[config.mk]
export PLATFORM = sky130hd
export DESIGN_NAME = sprdma
export DESIGN_NICKNAME = d
export VERILOG_FILES = /design/src/rtl/sprdma_pkg.sv /design/src/rtl/sprdma.sv
export SDC_FILE = /design/constraint.sdc
export NUM_CORES = 1
export LEC_CHECK = 0
export ABC_AREA = 0
export CORE_ASPECT_RATIO = 0.7
export CORE_MARGIN = 3
export CORE_UTILIZATION = 44
export DETAILED_ROUTE_END_ITERATION = 12
export PLACE_DENSITY = 0.8
export SLEW_MARGIN = 20
export SYNTH_ARGS = -nofsm -noshare
export SYNTH_HDL_FRONTEND = slang
export SYNTH_SLANG_ARGS = --single-unit
[constraint.sdc]
create_clock -name clk_in -period 2.1 [get_ports clk_in]
set_input_delay 0.315 -clock clk_in [delete_from_list [all_inputs] [get_ports clk_in]]
set_output_delay 0.315 -clock clk_in [all_outputs]
set_load 0.05 [all_outputs]
[src/rtl/sprdma_pkg.sv]
// ----------------------------------------------------------------------------
// sprdma_pkg
// Shared definitions for the sprite DMA engine: FSM state encoding, the
// trigger register address, the OAM data port address and transfer length.
// ----------------------------------------------------------------------------
package sprdma_pkg;

    // Transfer sequencer states.
    typedef enum logic [2:0] {
        ST_IDLE  = 3'd0,
        ST_START = 3'd1,
        ST_READ  = 3'd2,
        ST_LATCH = 3'd3,
        ST_WRITE = 3'd4
    } sprdma_state_t;

    localparam logic [15:0] SPRDMA_TRIG_ADDR = 16'h4014;
    localparam logic [15:0] OAMDATA_ADDR     = 16'h2004;
    localparam int          SPRDMA_BYTES     = 256;

    // Index of the final byte of a transfer.
    localparam logic [7:0]  SPRDMA_LAST_BYTE = 8'(SPRDMA_BYTES - 1);

endpackage : sprdma_pkg

[src/rtl/sprdma.sv]
// ----------------------------------------------------------------------------
// sprdma
// Sprite DMA engine. Snoops CPU writes to 16'h4014; the written byte selects a
// source page whose 256 bytes are copied, one byte at a time, to the OAM data
// port at 16'h2004. Each byte takes three cycles (READ, LATCH, WRITE) after a
// single START cycle, so a transfer owns the bus for 769 cycles.
//
// Ports
//   clk_in          system clock
//   nrst_in         asynchronous active-low reset
//   cpu_a_in        snooped CPU address bus
//   cpu_d_in        snooped CPU write data (source page on trigger)
//   cpu_r_nw_in     snooped CPU read/write select (1 = read)
//   hold_in         freeze request from the debug interface
//   cpumc_d_in      read data from the CPU memory bus
//   active_out      block owns the CPU memory bus
//   cpumc_a_out     memory bus address during a transfer
//   cpumc_d_out     memory bus write data
//   cpumc_r_nw_out  memory bus read/write select (1 = read)
// ----------------------------------------------------------------------------
module sprdma
    import sprdma_pkg::*;
(
    input  logic        clk_in,
    input  logic        nrst_in,
    input  logic [15:0] cpu_a_in,
    input  logic [7:0]  cpu_d_in,
    input  logic        cpu_r_nw_in,
    input  logic        hold_in,
    input  logic [7:0]  cpumc_d_in,
    output logic        active_out,
    output logic [15:0] cpumc_a_out,
    output logic [7:0]  cpumc_d_out,
    output logic        cpumc_r_nw_out
);

    sprdma_state_t state;
    logic [7:0]    page;
    logic [7:0]    cnt;
    logic [7:0]    data;
    logic          prev_match;

    logic          match;
    logic          trigger;

    // A CPU write to the trigger register. Only the first cycle of a match
    // counts, so a long CPU write cycle cannot start a second transfer.
    assign match   = (cpu_a_in == SPRDMA_TRIG_ADDR) && !cpu_r_nw_in;
    assign trigger = match && !prev_match && (state == ST_IDLE) && !hold_in;

    // NOTE: every register, including the datapath bytes, is cleared by the
    // asynchronous reset so an aborted transfer leaves no stale page or data.
    always_ff @(posedge clk_in or negedge nrst_in) begin
        if (!nrst_in) begin
            state      <= ST_IDLE;
            page       <= 8'h00;
            cnt        <= 8'h00;
            data       <= 8'h00;
            prev_match <= 1'b0;
        end else begin
            // NOTE: non-blocking assignments keep every register sampling the
            // pre-edge values, independent of statement order.
            // The edge detector keeps tracking the CPU during hold, so a write
            // that straddles a hold window is not seen as a fresh edge later.
            prev_match <= match;
            if (!hold_in) begin
                case (state)
                    ST_IDLE: begin
                        if (trigger) begin
                            page  <= cpu_d_in;
                            cnt   <= 8'h00;
                            state <= ST_START;
                        end
                    end
                    // Lets the triggering CPU write cycle retire before the
                    // bus is taken over.
                    ST_START: state <= ST_READ;
                    ST_READ:  state <= ST_LATCH;
                    // Memory returns read data one cycle after the address,
                    // so the byte is captured at the end of LATCH.
                    ST_LATCH: begin
                        data  <= cpumc_d_in;
                        state <= ST_WRITE;
                    end
                    // 8-bit wrap: the source address never carries into page.
                    ST_WRITE: begin
                        cnt   <= cnt + 8'h01;
                        state <= (cnt == SPRDMA_LAST_BYTE) ? ST_IDLE : ST_READ;
                    end
                    default: state <= ST_IDLE;
                endcase
            end
        end
    end

    // Bus outputs decode directly from the registered state, so they freeze
    // with it during hold and fall to idle values the moment reset asserts.
    always_comb begin
        // NOTE: defaults first so no path through the case infers a latch.
        active_out     = 1'b1;
        cpumc_a_out    = 16'h0000;
        cpumc_d_out    = 8'h00;
        cpumc_r_nw_out = 1'b1;
        case (state)
            ST_IDLE:  active_out = 1'b0;
            ST_START: ;
            ST_READ,
            ST_LATCH: cpumc_a_out = {page, cnt};
            ST_WRITE: begin
                cpumc_a_out    = OAMDATA_ADDR;
                cpumc_d_out    = data;
                cpumc_r_nw_out = 1'b0;
            end
            default:  active_out = 1'b0;
        endcase
    end

endmodule : sprdma

Word level (Yosys, flattened, before mapping). Cells that the tools add are included. W data, S select, Z words.

Add/sub/neg operators: 1. Reductions and logical operators: 15. Equality and inequality tests: 7. Bitwise logic cells: 1. Mux-type cells: 9.

Operators by type and width (count): $pmux W16 S2 (1); $eq A16 B15 Y1 const B (1); $mux W8 (2); $pmux W8 S2 (1); $pmux W3 S5 (1); $add A8 B1 Y8 const B (1); $eq A8 B8 Y1 const B (1); $eq A3 B2 Y1 const B (2); $reduce_and A3 Y1 (2); $logic_and A1 B1 Y1 (4); $reduce_and A2 Y1 (2); $reduce_or A4 Y1 (1); $eq A3 B1 Y1 const B (1); $eq A3 B3 Y1 const B (1); $logic_not A1 Y1 (3); $logic_not A3 Y1 (1); $mux W3 (1); $mux W1 (2); $mux W2 (1); $ne A2 B2 Y1 const B (1); $reduce_bool A2 Y1 (1); $reduce_or A2 Y1 (1); $not A1 Y1 (1).

Word-level logic and storage cells: 38. Register bits after elaboration: 28.

Logic depth before layout (Yosys ltp).
Depth in word-level cells: 7. Mapped depth: 6. Mapped depth without buffers: 5.

Worst setup path before layout. No wires, ideal clock.

Kind: reg2out. From: register state[0]. To: output port cpumc_a_out[13]. Stages on the path, launching flop included: 4. Slack: 120 ps. Buffers on the path: 0. Required time: 1785 ps. Data arrival time: 1665 ps. Cells stage by stage: dfrtp_1 > nor2_1 > nand2_1 > nand2_1.

Word-level cells in the longest chain between the ends: 3. Elaborated cells on any way between the ends: 5. Those cells by class: 3 x eq/ne; 1 x mux; 1 x reduce/logical.

RTL lines: start, declared (line sprdma.sv:37) `sprdma_state_t state;`; start signal, assigned (line sprdma.sv:88) `state <= (cnt == SPRDMA_LAST_BYTE) ? ST_IDLE : ST_READ;`; $eq A3 B2 Y1 (line sprdma.sv:104) `case (state)`; $reduce_or A2 Y1; $pmux W16 S2 * (line sprdma.sv:104); end, declared (line sprdma.sv:32) `output logic [15:0] cpumc_a_out,`.

Every way passes the cells marked *; elsewhere a longest branch is shown, timed or not.

Worst setup path in the final report.
From: register state[0]. To: output port cpumc_a_out[2].

Same word-level chain as after synthesis.

==> results.cfg <==
[outcome]
outcome = finished, final reports clean

[critical_path]
cp_data_arrival_time_ps = 1570
path_max_fanout = 10
critical-path-max-stage-delay_ps = 490
start_kind = register
worstPathBufferInverterCount = 1
endpoint_class_of_the_critical_path = primary output
timing.critical_path.cells = nor2_2, nand2_1, nand2_1, buf_12
critical-path-slowest-cell = dfrtp_1
critical_path_class = register to primary output
path_common_cell = nand2_1
cp.required_ps = 1780
worst_path_dominant_cell_family = simple AND/OR/NAND/NOR gates

[finish]
fin_nets = 259
leading_cell_types_in_the_layout_fill_and_taps_excluded = clkdlybuf4s50_1 (35), dfrtp_1 (28), buf_12 (25)
post_layout_nonfiller_instances = 268
layout_overhead_on_the_synthesized_area_pct = 60.1
fin_area_um2 = 2630
layout.cells.most_common = clkdlybuf4s50_1
antenna_cells = 0
post_route_cells_drive_above_1_share = 0.303

[floorplan]
die-height_um = 57.1
die_area_um2 = 4510
rows = 17
design.core.area_um2 = 3360
initial_utilization = 0.488
top_level_ports = 62
floorplan.die.width_um = 79.0

[routing]
detail_route.first_pass.iterations = 4
vias = 1465
wire_per_inst_um = 15.8
drt_iter0_drc = 80
drcViolationCount = 0
antenna_violating_nets_post_route = 0
finalWirelength_mm = 4.23
vias_per_cell = 5.47

[global_routing]
grt_pass1_vias = 1544
gr-total-overflow = 0
maximum_number_of_pins_on_one_net_before_global_route_repair = 29
global_route.usage.total = 0.203
global_route_wire_length_before_repair_mm = 7.32
number_of_antenna_violations_at_the_first_check_in_global_routing = 0

[placed_design]
detailedPlacementHpwl_mm = 3.23
dpl.cell_count = 264
routabilityCongestion = 0.813
io_buffer_count = 61
dpl-instance-area_um2 = 2550
worst_slack_after_detailed_placement_ps = -7.55

[power_and_ir_drop]
worst_ir_drop_vdd_mv = 1.30
powerDensity_nw_per_um2 = 1290
static-leakage-power_uw = 0.00121

[timing]
timing.fmax_mhz = 531
final_critical_path_time_including_i_o_delays_and_setup_ps = 1880
clock-skew-final_ps = 1.50
hold_viol_final = 0
tightestPinTransition_ps = 476
finalSetupViolCount = 0
relSlewSlack = 0.683
unrepaired_setup_endpoints_after_global_routing = no
final_critical_path_setup_slack_ps = 216
drv_slew = 0
timing.final.crit_share = 0.897

[clock_network]
h_tree_depth_reported_by_cts = 1
ctsRootBufferMaster = clkbuf_8
clock_sink_count = 28
postCtsSetupRepairBufs = 0
clk_latency_ps = 280
clock_path_buffers = 2
cts_buffers = 3
cts.reportedPaths.clkPinSlew_ps = 90
cts_tree = built
cts_resized = 0
hold_buffers = 0

[logic_synthesis]
synthArstFlopShare = 1.00
synth_seq_cells = 28
postSynthAreaPerCell_um2 = 10.5
synth_compound_gate_area_share = 0.0968
synthesis.area_um2 = 1640
synthesis.instances = 156
synth-simple-area-share = 0.286
synth_seq_area_share = 0.427
yosys_warning_total = 0
post_synth_num_cell_types = 39
synth_top_family_by_area = simple AND/OR/NAND/NOR gates
muxShareOfSynthArea = 0.130
synthXorXnorAreaFrac = 0.00534
post_synth_edffs = 0
ys.flop_type = dfrtp_1
synthesis.nets = 193
synth_fa_ha_area_frac = 0.00762

[worst_hold_path]
holdCritPathClass = input port to async pin

[job]
max_cap_violations = 0
==> through the flow <==
step | utilization | total power, uW | TNS [ps] | hold slack, ps
3_5_place_dp | 0.760 | 2970 | -23.4 | 490
4_1_cts | 0.781 | 3410 | 0 | 420
5_1_grt | 0.782 | 3570 | 0 | 440
6_report | 0.782 | 3380 | 0 | 415
2_1_floorplan | - | 2010 | 0 | 19.4
3_3_place_gp | 0.760 | 2900 | 0 | 481
==> worst paths after layout <==
kind	endpoint	depth (start not counted)	start	slack, ps
max	cpumc_a_out[2]	4	state[0]	220
min	data[4]	2	nrst_in	410
max reg2reg	cnt[3]	4	state[0]	310
min reg2reg	data[4]	1	data[4]	510
max in group asynchronous	cnt[7]	2	nrst_in	1420
min in group clk_in	data[4]	1	data[4]	510
==> cells in the mapped netlist (2+ instances only) <==
cell type | count | area, um^2
and3_1 | 10 | 62.6
mux2_4 | 3 | 45.0
o311ai_1 | 2 | 17.5
and2_1 | 16 | 100
clkbuf_1 | 3 | 11.3
buf_6 | 2 | 22.5
and3b_1 | 2 | 17.5
o21ai_1 | 3 | 15.0
mux2_2 | 14 | 158
o211ai_1 | 2 | 15.0
dfrtp_1 | 28 | 701
nand3_1 | 3 | 15.0
nor4_2 | 4 | 50.1
inv_1 | 6 | 22.5
a21oi_1 | 2 | 10.0
o21ai_0 | 4 | 20.0
nand2_1 | 17 | 63.8
o21a_1 | 2 | 15.0
nor2_1 | 8 | 30.0
o311ai_0 | 3 | 26.3
nor3_1 | 4 | 20.0
==> cell families (layout without fill, tap and decap cells) <==
logic type / Yosys count / in the layout
mux: 18 / 18
flops: 28 / 28
buf+inv: 13 / 78
compound gates: 22 / 22
simple gates: 73 / 73
xor+xnor: 1 / 1
fa+ha+maj: 1 / 1
==> routing by layer <==
layer / routed length (um) / global-route usage
met3: 356 / 0.0710
met5: 0 / 0
met2: 1960 / 0.330
met4: 80 / 0.0637
met1: 1830 / 0.254
==> area by class of cell <==
| class | count | area, um^2 |
|---|---|---|
| clock inverter | 1 | 30.0 |
| timing repair buffer | 68 | 911 |
| clock buffer | 3 | 41.3 |
| fill | 222 | 732 |
| inverter | 6 | 22.5 |
| sequential | 28 | 701 |
| tap | 47 | 58.8 |
| multi-input combinational | 115 | 865 |
==> registers in the layout, summed over array words and instances (netlist names) <==
signal,count
cnt,8
data,8
page,8
prev_match,1
state,3
==> power by group <==
| group | internal (uW) | total, uW | switching [uW] | leakage [uW] |
|---|---|---|---|---|
| logic | 1000 | 2140 | 1140 | 0.000842 |
| clock network | 256 | 427 | 172 | 0.0000357 |
| registers | 667 | 816 | 149 | 0.000330 |
| total | 1930 | 3380 | 1460 | 0.00121 |
Note: power is estimated with default switching activity, not from simulation.
